===== config.mk =====
export PLATFORM = sky130hd
export DESIGN_NAME = iob_axi_bridge_flat
export DESIGN_NICKNAME = d
export VERILOG_FILES = /design/src/rtl/iob_axi_bridge_if.sv /design/src/rtl/iob_axi_bridge.sv /design/src/flat_wrapper.sv
export SDC_FILE = /design/constraint.sdc
export NUM_CORES = 1
export LEC_CHECK = 0
export BUFFER_PORTS_ARGS = -buffer_cell sky130_fd_sc_hd__clkbuf_2
export CORE_MARGIN = 4
export CORE_UTILIZATION = 39
export CTS_CLUSTER_DIAMETER = 40
export DETAILED_ROUTE_END_ITERATION = 10
export PLACE_DENSITY = 0.83
export SLEW_MARGIN = 25
export SYNTH_ARGS = -nofsm -noshare
export SYNTH_HDL_FRONTEND = slang
export SYNTH_SLANG_ARGS = --single-unit

===== constraint.sdc =====
create_clock -name clk_i -period 1.5 [get_ports clk_i]
set_input_delay 0.15 -clock clk_i [delete_from_list [all_inputs] [get_ports clk_i]]
set_output_delay 0.15 -clock clk_i [all_outputs]
set_load 0.02 [all_outputs]

===== src/rtl/iob_axi_bridge_if.sv =====
// Bus bundles for the IOb-to-AXI bridge: an IOb native request port and a
// single-beat AXI4 master port, each with master/slave modports.

interface iob_if #(
    parameter int ADDR_W = 32,
    parameter int DATA_W = 32
) ();
    logic                  valid;
    logic [ADDR_W-1:0]     addr;
    logic [DATA_W-1:0]     wdata;
    logic [DATA_W/8-1:0]   wstrb;
    logic [DATA_W-1:0]     rdata;
    logic                  ready;

    modport master (output valid, addr, wdata, wstrb, input rdata, ready);
    modport slave  (input valid, addr, wdata, wstrb, output rdata, ready);
endinterface

interface axi_if #(
    parameter int ID_W   = 1,
    parameter int ADDR_W = 32,
    parameter int DATA_W = 32
) ();
    logic [ID_W-1:0]     awid;
    logic [ADDR_W-1:0]   awaddr;
    logic [7:0]          awlen;
    logic [2:0]          awsize;
    logic [1:0]          awburst;
    logic                awlock;
    logic [3:0]          awcache;
    logic [2:0]          awprot;
    logic [3:0]          awqos;
    logic                awvalid;
    logic                awready;

    logic [DATA_W-1:0]   wdata;
    logic [DATA_W/8-1:0] wstrb;
    logic                wlast;
    logic                wvalid;
    logic                wready;

    logic [ID_W-1:0]     bid;
    logic [1:0]          bresp;
    logic                bvalid;
    logic                bready;

    logic [ID_W-1:0]     arid;
    logic [ADDR_W-1:0]   araddr;
    logic [7:0]          arlen;
    logic [2:0]          arsize;
    logic [1:0]          arburst;
    logic                arlock;
    logic [3:0]          arcache;
    logic [2:0]          arprot;
    logic [3:0]          arqos;
    logic                arvalid;
    logic                arready;

    logic [ID_W-1:0]     rid;
    logic [DATA_W-1:0]   rdata;
    logic [1:0]          rresp;
    logic                rlast;
    logic                rvalid;
    logic                rready;

    modport master (
        output awid, awaddr, awlen, awsize, awburst, awlock, awcache, awprot, awqos, awvalid,
        input  awready,
        output wdata, wstrb, wlast, wvalid,
        input  wready,
        input  bid, bresp, bvalid,
        output bready,
        output arid, araddr, arlen, arsize, arburst, arlock, arcache, arprot, arqos, arvalid,
        input  arready,
        input  rid, rdata, rresp, rlast, rvalid,
        output rready
    );
    modport slave (
        input  awid, awaddr, awlen, awsize, awburst, awlock, awcache, awprot, awqos, awvalid,
        output awready,
        input  wdata, wstrb, wlast, wvalid,
        output wready,
        output bid, bresp, bvalid,
        input  bready,
        input  arid, araddr, arlen, arsize, arburst, arlock, arcache, arprot, arqos, arvalid,
        output arready,
        output rid, rdata, rresp, rlast, rvalid,
        input  rready
    );
endinterface


===== src/rtl/iob_axi_bridge.sv =====
// Turns one IOb native request at a time into a single-beat AXI4 write
// (AW+W+B) or read (AR+R); a sticky flag remembers any non-OKAY response.

module iob_axi_bridge #(
    parameter int ADDR_W     = 32,
    parameter int DATA_W     = 32,
    parameter int AXI_ID_W   = 1,
    parameter int AXI_ADDR_W = 32,
    parameter int AXI_DATA_W = 32
) (
    input  logic  clk_i,
    input  logic  rst_ni,
    iob_if.slave  iob,
    axi_if.master m_axi,
    output logic  err_o
);

    typedef enum logic [2:0] {
        IDLE,
        WADDR,
        WRESP,
        RADDR,
        RDATA,
        RESP
    } state_e;

    state_e                state_q, state_d;
    logic [ADDR_W-1:0]     addr_q, addr_d;
    logic [DATA_W-1:0]     wdata_q, wdata_d;
    logic [DATA_W/8-1:0]   wstrb_q, wstrb_d;
    logic                  awvalid_q, awvalid_d;
    logic                  wvalid_q, wvalid_d;
    logic                  arvalid_q, arvalid_d;
    logic                  bready_q, bready_d;
    logic                  rready_q, rready_d;
    logic [DATA_W-1:0]     rdata_q, rdata_d;
    logic                  ready_q, ready_d;
    logic                  err_q, err_d;

    logic                  awDone;
    logic                  wDone;
    logic [AXI_ADDR_W-1:0] axiAddr;
    logic                  unusedBits;

    // A channel counts as done once its valid is gone or is being accepted now.
    assign awDone = !awvalid_q || m_axi.awready;
    assign wDone  = !wvalid_q  || m_axi.wready;

    always_ff @(posedge clk_i or negedge rst_ni) begin
        if (!rst_ni) begin
            state_q   <= IDLE;
            addr_q    <= '0;
            wdata_q   <= '0;
            wstrb_q   <= '0;
            awvalid_q <= 1'b0;
            wvalid_q  <= 1'b0;
            arvalid_q <= 1'b0;
            bready_q  <= 1'b0;
            rready_q  <= 1'b0;
            rdata_q   <= '0;
            ready_q   <= 1'b0;
            err_q     <= 1'b0;
        end else begin
            state_q   <= state_d;
            addr_q    <= addr_d;
            wdata_q   <= wdata_d;
            wstrb_q   <= wstrb_d;
            awvalid_q <= awvalid_d;
            wvalid_q  <= wvalid_d;
            arvalid_q <= arvalid_d;
            bready_q  <= bready_d;
            rready_q  <= rready_d;
            rdata_q   <= rdata_d;
            ready_q   <= ready_d;
            err_q     <= err_d;
        end
    end

    always_comb begin
        state_d = state_q;
        unique case (state_q)
            IDLE:    if (iob.valid) state_d = (|iob.wstrb) ? WADDR : RADDR;
            WADDR:   if (awDone && wDone) state_d = WRESP;
            WRESP:   if (m_axi.bvalid) state_d = RESP;
            RADDR:   if (m_axi.arready) state_d = RDATA;
            RDATA:   if (m_axi.rvalid) state_d = RESP;
            RESP:    state_d = IDLE;
            default: state_d = IDLE;
        endcase
    end

    // Request fields are only loaded in IDLE, so they stay frozen for the whole transaction.
    always_comb begin
        addr_d    = addr_q;
        wdata_d   = wdata_q;
        wstrb_d   = wstrb_q;
        awvalid_d = awvalid_q;
        wvalid_d  = wvalid_q;
        arvalid_d = arvalid_q;
        bready_d  = bready_q;
        rready_d  = rready_q;
        rdata_d   = rdata_q;
        ready_d   = 1'b0;
        err_d     = err_q;
        unique case (state_q)
            IDLE: begin
                if (iob.valid) begin
                    addr_d  = {iob.addr[ADDR_W-1:2], 2'b00};
                    wdata_d = iob.wdata;
                    wstrb_d = iob.wstrb;
                    if (|iob.wstrb) begin
                        awvalid_d = 1'b1;
                        wvalid_d  = 1'b1;
                    end else begin
                        arvalid_d = 1'b1;
                    end
                end
            end
            WADDR: begin
                if (m_axi.awready) awvalid_d = 1'b0;
                if (m_axi.wready)  wvalid_d  = 1'b0;
                if (awDone && wDone) bready_d = 1'b1;
            end
            WRESP: begin
                if (m_axi.bvalid) begin
                    bready_d = 1'b0;
                    ready_d  = 1'b1;
                    err_d    = err_q | (m_axi.bresp != 2'b00);
                end
            end
            RADDR: begin
                if (m_axi.arready) begin
                    arvalid_d = 1'b0;
                    rready_d  = 1'b1;
                end
            end
            RDATA: begin
                if (m_axi.rvalid) begin
                    rdata_d  = m_axi.rdata;
                    rready_d = 1'b0;
                    ready_d  = 1'b1;
                    err_d    = err_q | (m_axi.rresp != 2'b00);
                end
            end
            default: ;
        endcase
    end

    if (AXI_ADDR_W > ADDR_W) begin : g_addrExt
        assign axiAddr = {{(AXI_ADDR_W-ADDR_W){1'b0}}, addr_q};
    end else begin : g_addrTrunc
        assign axiAddr = addr_q[AXI_ADDR_W-1:0];
    end

    assign m_axi.awid    = '0;
    assign m_axi.awaddr  = axiAddr;
    assign m_axi.awlen   = 8'd0;
    assign m_axi.awsize  = 3'd2;
    assign m_axi.awburst = 2'b01;
    assign m_axi.awlock  = 1'b0;
    assign m_axi.awcache = 4'b0011;
    assign m_axi.awprot  = 3'd0;
    assign m_axi.awqos   = 4'd0;
    assign m_axi.awvalid = awvalid_q;

    assign m_axi.wdata   = wdata_q;
    assign m_axi.wstrb   = wstrb_q;
    assign m_axi.wlast   = 1'b1;
    assign m_axi.wvalid  = wvalid_q;
    assign m_axi.bready  = bready_q;

    assign m_axi.arid    = '0;
    assign m_axi.araddr  = axiAddr;
    assign m_axi.arlen   = 8'd0;
    assign m_axi.arsize  = 3'd2;
    assign m_axi.arburst = 2'b01;
    assign m_axi.arlock  = 1'b0;
    assign m_axi.arcache = 4'b0011;
    assign m_axi.arprot  = 3'd0;
    assign m_axi.arqos   = 4'd0;
    assign m_axi.arvalid = arvalid_q;
    assign m_axi.rready  = rready_q;

    assign iob.rdata = rdata_q;
    assign iob.ready = ready_q;
    assign err_o     = err_q;

    // IDs, rlast and the byte offset carry no information for single-beat word accesses.
    assign unusedBits = ^{m_axi.bid, m_axi.rid, m_axi.rlast, iob.addr[1:0]};

endmodule


===== src/flat_wrapper.sv =====
// flat-port wrapper written by rule: the top's interface ports become plain ports
module iob_axi_bridge_flat 
#(
    parameter int ADDR_W     = 32,
    parameter int DATA_W     = 32,
    parameter int AXI_ID_W   = 1,
    parameter int AXI_ADDR_W = 32,
    parameter int AXI_DATA_W = 32
)
  (clk_i, rst_ni, err_o, iob_valid, iob_addr, iob_wdata, iob_wstrb, iob_rdata, iob_ready, m_axi_awid, m_axi_awaddr, m_axi_awlen, m_axi_awsize, m_axi_awburst, m_axi_awlock, m_axi_awcache, m_axi_awprot, m_axi_awqos, m_axi_awvalid, m_axi_awready, m_axi_wdata, m_axi_wstrb, m_axi_wlast, m_axi_wvalid, m_axi_wready, m_axi_bid, m_axi_bresp, m_axi_bvalid, m_axi_bready, m_axi_arid, m_axi_araddr, m_axi_arlen, m_axi_arsize, m_axi_arburst, m_axi_arlock, m_axi_arcache, m_axi_arprot, m_axi_arqos, m_axi_arvalid, m_axi_arready, m_axi_rid, m_axi_rdata, m_axi_rresp, m_axi_rlast, m_axi_rvalid, m_axi_rready);
  iob_if #(.ADDR_W(ADDR_W), .DATA_W(DATA_W)) iob_i ();
  axi_if #(.ID_W(1), .ADDR_W(ADDR_W), .DATA_W(DATA_W)) m_axi_i ();
  input  logic clk_i;
  input  logic rst_ni;
  output logic err_o;
  input wire logic [$bits(iob_i.valid)-1:0] iob_valid;
  input wire logic [$bits(iob_i.addr)-1:0] iob_addr;
  input wire logic [$bits(iob_i.wdata)-1:0] iob_wdata;
  input wire logic [$bits(iob_i.wstrb)-1:0] iob_wstrb;
  output wire logic [$bits(iob_i.rdata)-1:0] iob_rdata;
  output wire logic [$bits(iob_i.ready)-1:0] iob_ready;
  output wire logic [$bits(m_axi_i.awid)-1:0] m_axi_awid;
  output wire logic [$bits(m_axi_i.awaddr)-1:0] m_axi_awaddr;
  output wire logic [$bits(m_axi_i.awlen)-1:0] m_axi_awlen;
  output wire logic [$bits(m_axi_i.awsize)-1:0] m_axi_awsize;
  output wire logic [$bits(m_axi_i.awburst)-1:0] m_axi_awburst;
  output wire logic [$bits(m_axi_i.awlock)-1:0] m_axi_awlock;
  output wire logic [$bits(m_axi_i.awcache)-1:0] m_axi_awcache;
  output wire logic [$bits(m_axi_i.awprot)-1:0] m_axi_awprot;
  output wire logic [$bits(m_axi_i.awqos)-1:0] m_axi_awqos;
  output wire logic [$bits(m_axi_i.awvalid)-1:0] m_axi_awvalid;
  input wire logic [$bits(m_axi_i.awready)-1:0] m_axi_awready;
  output wire logic [$bits(m_axi_i.wdata)-1:0] m_axi_wdata;
  output wire logic [$bits(m_axi_i.wstrb)-1:0] m_axi_wstrb;
  output wire logic [$bits(m_axi_i.wlast)-1:0] m_axi_wlast;
  output wire logic [$bits(m_axi_i.wvalid)-1:0] m_axi_wvalid;
  input wire logic [$bits(m_axi_i.wready)-1:0] m_axi_wready;
  input wire logic [$bits(m_axi_i.bid)-1:0] m_axi_bid;
  input wire logic [$bits(m_axi_i.bresp)-1:0] m_axi_bresp;
  input wire logic [$bits(m_axi_i.bvalid)-1:0] m_axi_bvalid;
  output wire logic [$bits(m_axi_i.bready)-1:0] m_axi_bready;
  output wire logic [$bits(m_axi_i.arid)-1:0] m_axi_arid;
  output wire logic [$bits(m_axi_i.araddr)-1:0] m_axi_araddr;
  output wire logic [$bits(m_axi_i.arlen)-1:0] m_axi_arlen;
  output wire logic [$bits(m_axi_i.arsize)-1:0] m_axi_arsize;
  output wire logic [$bits(m_axi_i.arburst)-1:0] m_axi_arburst;
  output wire logic [$bits(m_axi_i.arlock)-1:0] m_axi_arlock;
  output wire logic [$bits(m_axi_i.arcache)-1:0] m_axi_arcache;
  output wire logic [$bits(m_axi_i.arprot)-1:0] m_axi_arprot;
  output wire logic [$bits(m_axi_i.arqos)-1:0] m_axi_arqos;
  output wire logic [$bits(m_axi_i.arvalid)-1:0] m_axi_arvalid;
  input wire logic [$bits(m_axi_i.arready)-1:0] m_axi_arready;
  input wire logic [$bits(m_axi_i.rid)-1:0] m_axi_rid;
  input wire logic [$bits(m_axi_i.rdata)-1:0] m_axi_rdata;
  input wire logic [$bits(m_axi_i.rresp)-1:0] m_axi_rresp;
  input wire logic [$bits(m_axi_i.rlast)-1:0] m_axi_rlast;
  input wire logic [$bits(m_axi_i.rvalid)-1:0] m_axi_rvalid;
  output wire logic [$bits(m_axi_i.rready)-1:0] m_axi_rready;
  assign iob_i.valid = iob_valid;
  assign iob_i.addr = iob_addr;
  assign iob_i.wdata = iob_wdata;
  assign iob_i.wstrb = iob_wstrb;
  assign iob_rdata = iob_i.rdata;
  assign iob_ready = iob_i.ready;
  assign m_axi_awid = m_axi_i.awid;
  assign m_axi_awaddr = m_axi_i.awaddr;
  assign m_axi_awlen = m_axi_i.awlen;
  assign m_axi_awsize = m_axi_i.awsize;
  assign m_axi_awburst = m_axi_i.awburst;
  assign m_axi_awlock = m_axi_i.awlock;
  assign m_axi_awcache = m_axi_i.awcache;
  assign m_axi_awprot = m_axi_i.awprot;
  assign m_axi_awqos = m_axi_i.awqos;
  assign m_axi_awvalid = m_axi_i.awvalid;
  assign m_axi_i.awready = m_axi_awready;
  assign m_axi_wdata = m_axi_i.wdata;
  assign m_axi_wstrb = m_axi_i.wstrb;
  assign m_axi_wlast = m_axi_i.wlast;
  assign m_axi_wvalid = m_axi_i.wvalid;
  assign m_axi_i.wready = m_axi_wready;
  assign m_axi_i.bid = m_axi_bid;
  assign m_axi_i.bresp = m_axi_bresp;
  assign m_axi_i.bvalid = m_axi_bvalid;
  assign m_axi_bready = m_axi_i.bready;
  assign m_axi_arid = m_axi_i.arid;
  assign m_axi_araddr = m_axi_i.araddr;
  assign m_axi_arlen = m_axi_i.arlen;
  assign m_axi_arsize = m_axi_i.arsize;
  assign m_axi_arburst = m_axi_i.arburst;
  assign m_axi_arlock = m_axi_i.arlock;
  assign m_axi_arcache = m_axi_i.arcache;
  assign m_axi_arprot = m_axi_i.arprot;
  assign m_axi_arqos = m_axi_i.arqos;
  assign m_axi_arvalid = m_axi_i.arvalid;
  assign m_axi_i.arready = m_axi_arready;
  assign m_axi_i.rid = m_axi_rid;
  assign m_axi_i.rdata = m_axi_rdata;
  assign m_axi_i.rresp = m_axi_rresp;
  assign m_axi_i.rlast = m_axi_rlast;
  assign m_axi_i.rvalid = m_axi_rvalid;
  assign m_axi_rready = m_axi_i.rready;
  iob_axi_bridge #(.ADDR_W(ADDR_W), .DATA_W(DATA_W), .AXI_ID_W(AXI_ID_W), .AXI_ADDR_W(AXI_ADDR_W), .AXI_DATA_W(AXI_DATA_W)) u_core (.clk_i(clk_i), .rst_ni(rst_ni), .iob(iob_i), .m_axi(m_axi_i), .err_o(err_o));
endmodule

==> results.toml <==
[timing]
worst_pin_slew_ns = 0.621
hold_viol = 0
period_minus_slack_ns = 1.63
rsz0062_at_grt = "yes"
hold_slack_ns = 0.0264
setup_viol = 90
fin_ws_ns = -0.127
fin_skew_ns = 0.00513
report.final.slew_viol_count = 0
min_period_over_period_pct = 108
slew_headroom_pct = 58.6
fmax_ghz = 0.614

[synthesis]
synth_edf_count = 0
syn_avg_cell_area_um2 = 13.9
synth_area_um2 = 4850
yosys_warnings = 0
ys_ff_latch = 108
synth.area.top_cells = "dfrtp_1 56%, mux2_2 17%, buf_4 14%"
ys_types = 29
synth_top_area_share_pct = 55.7
yosys_most_used_dff = "dfrtp_1"
async_reset_ff_share_pct = 100
yosys.area.top_type = "dfrtp_1"
ys_seq_area_share_pct = 55.7
synth_cells = 350

[final_layout]
fillers = 1014
final-seq-area_um2 = 2700
drive_above_1_share_pct = 62.9
final_area_um2 = 6650
syn_to_final_growth_pct = 37.0
diodes = 0
stdcell_count = 756
multi_input_area_um2 = 1840
fin_nets = 698
utilization_pct = 54.9

[critical_path]
crit_path_end_kind = "flip-flop"
crit_required_ns = 1.73
arrival_ns = 1.86
critPathMaxFanout = 6
worst_setup_path_start_kind = "flip-flop"
crit_type = "flip-flop to flip-flop"

[detailed_routing]
viasPerCell = 4.45
dr.pass1.iters = 4
drt-initial-drc-count = 90
vias = 3367
drc = 0
wirelength_um = 12700
ant_nets = 0
avgRoutedWirePerCell_um = 16.8

[power_and_ir_drop]
leakage_uw = 0.00347
p_per_area_nw_per_um2 = 2430
peakVddDrop_uv = 1200

[floorplan]
fp.dieH_um = 120
core-area_um2 = 12100
start_util_pct = 40.1
die_w_um = 120
pin_count = 307
dieArea_um2 = 14300
std_cell_rows = 40

[place]
port_buffers = 244
hpwlAfterDp_um = 8410
gp_congestion = 0.716
dpl_cell_area_um2 = 5860
dp.cells = 725

[clock_tree]
clk_latency_ns = 0.34
tritoncts = "yes"
clkTransAtPathRegs_ns = 0.07
htree_levels = 3
clock-sinks = 108
cts-buffers-inserted = 9
clock_path_buffers = 2
clockRootBuffer = "clkbuf_16"

[global_routing]
grt_usage_pct = 17.0
grt_pass1_vias = 3601
grt_pass1_wl_um = 18900
grt_max_degree = 109
antenna_found_initial = 0
grt-ovfl-total = 0
busiest_layer = "met2"
grt_use_met3_pct = 4.01
grt_util_met2_pct = 30.7
use_met1_pct = 19.5

[outcome]
status = "finished, violations left"
violations = "negative setup slack"

[run]
maxCapViolCount = 0

[worst_hold_path]
hp-class = "input port to flip-flop"
==> what timing repair did <==
| action | 4_1_cts | 5_1_grt |
|---|---|---|
| resized for setup | 46 | 25 |
| hold buffers | 3 | 0 |
| gates cloned | 5 | 3 |
| hold endpoints to repair | 110 | 0 |
| setup endpoints to repair | 101 | 102 |
| buffers inserted | 5 | 0 |
| pin swaps | 1 | 2 |
==> report_power, final <==
| group | switching, µW | leakage (µW) | internal, µW |
|---|---|---|---|
| logic | 4610 | 0.00205 | 3870 |
| registers | 963 | 0.00128 | 4400 |
| clock network | 1010 | 0.000135 | 1300 |
| total | 6580 | 0.00347 | 9570 |
==> cell usage after synthesis, drive strengths merged (2+ instances only) <==
cell type,n
buf,99
nor3b,2
a2bb2oi,2
nor2,3
a21oi,3
mux2,99
a31oi,2
nand3b,2
o21bai,2
a32o,3
nand3,2
dfrtp,108
nor2b,5
o21ai,2
conb,2
nand2b,3
clkbuf,2
==> registers in the layout, summed over array words and instances, names as in the netlist <==
| register | count |
|---|---|
| u_core.m_axi.araddr | 30 |
| u_core.m_axi.awvalid | 1 |
| u_core.m_axi.arvalid | 1 |
| u_core.m_axi.rready | 1 |
| u_core.m_axi.bready | 1 |
| u_core.state_q | 3 |
| u_core.m_axi.wdata | 32 |
| u_core.iob.ready | 1 |
| u_core.m_axi.wstrb | 4 |
| u_core.m_axi.wvalid | 1 |
| u_core.iob.rdata | 32 |
| u_core.err_o | 1 |
==> routing by layer <==
layer	vias to the layer above	share of wire [%]
met3	14	7.2
met1	1652	37
li1	1527	-
met4	0	1.6
met5	-	0
met2	174	54
==> cell usage in the layout (no fill, tap or decap), drive strengths merged, types with 3 or more instances in the layout <==
cell | netlist | layout
a21oi | 3 | 3
a32o | 3 | 3
buf | 99 | 18
clkbuf | 2 | 260
conb | 2 | 57
dfrtp | 108 | 108
dlygate4sd3 | 0 | 3
mux2 | 99 | 99
nand2b | 3 | 3
nor2 | 3 | 3
nor2b | 5 | 5
==> layout make-up <==
type	instances	area share, %
Sequential cell	108	40.7
Tap cell	168	3.16
Multi-Input combinational cell	196	27.7
Clock inverter	2	0.527
Timing Repair Buffer	268	24.2
Clock buffer	14	3.67
==> path summary, 6_finish.rpt <==
kind | cells after the start | from | slack [ns] | end
max in group asynchronous | 3 | rst_ni | 0.61 | u_core.m_axi.wdata[8]
hold / removal | 2 | iob_wdata[3] | 0.03 | u_core.m_axi.wdata[3]
setup / recovery | 4 | u_core.state_q[1] | -0.13 | u_core.m_axi.araddr[11]
setup reg to reg | 4 | u_core.state_q[1] | -0.13 | u_core.m_axi.araddr[11]
min in group asynchronous | 3 | rst_ni | 0.37 | u_core.m_axi.wdata[3]
hold reg to reg | 1 | u_core.m_axi.wdata[3] | 0.49 | u_core.m_axi.wdata[3]
==> worst max-delay path, stage by stage (launching register included) <==
cell and delay [ns]:
dfrtp_2 0.42, nor4b_4 0.29, buf_4 0.20, bufbuf_16 0.28, mux2_2 0.33
==> kinds of logic after synthesis <==
family                 share of synthesized area (%)
AO/OA/AOI/OAI                                   2.91
buffers and inverters                           15.3
flip-flops                                      55.7
multiplexers                                    23.0
other                                          0.155
AND/OR/NAND/NOR                                 2.91
==> metrics by stage <==
stage	total power (µW)	setup TNS, ns	setup WS [ns]
after floorplan	10700	-1.70	-0.0470
after CTS	15900	-5.98	-0.124
after detailed placement	12700	-9.50	-0.156
after global routing	17000	-13.40	-0.211
final	16100	-6.59	-0.127
after global placement	12400	-5.39	-0.0896
No activity file was read; power rests on OpenSTA's default activity.
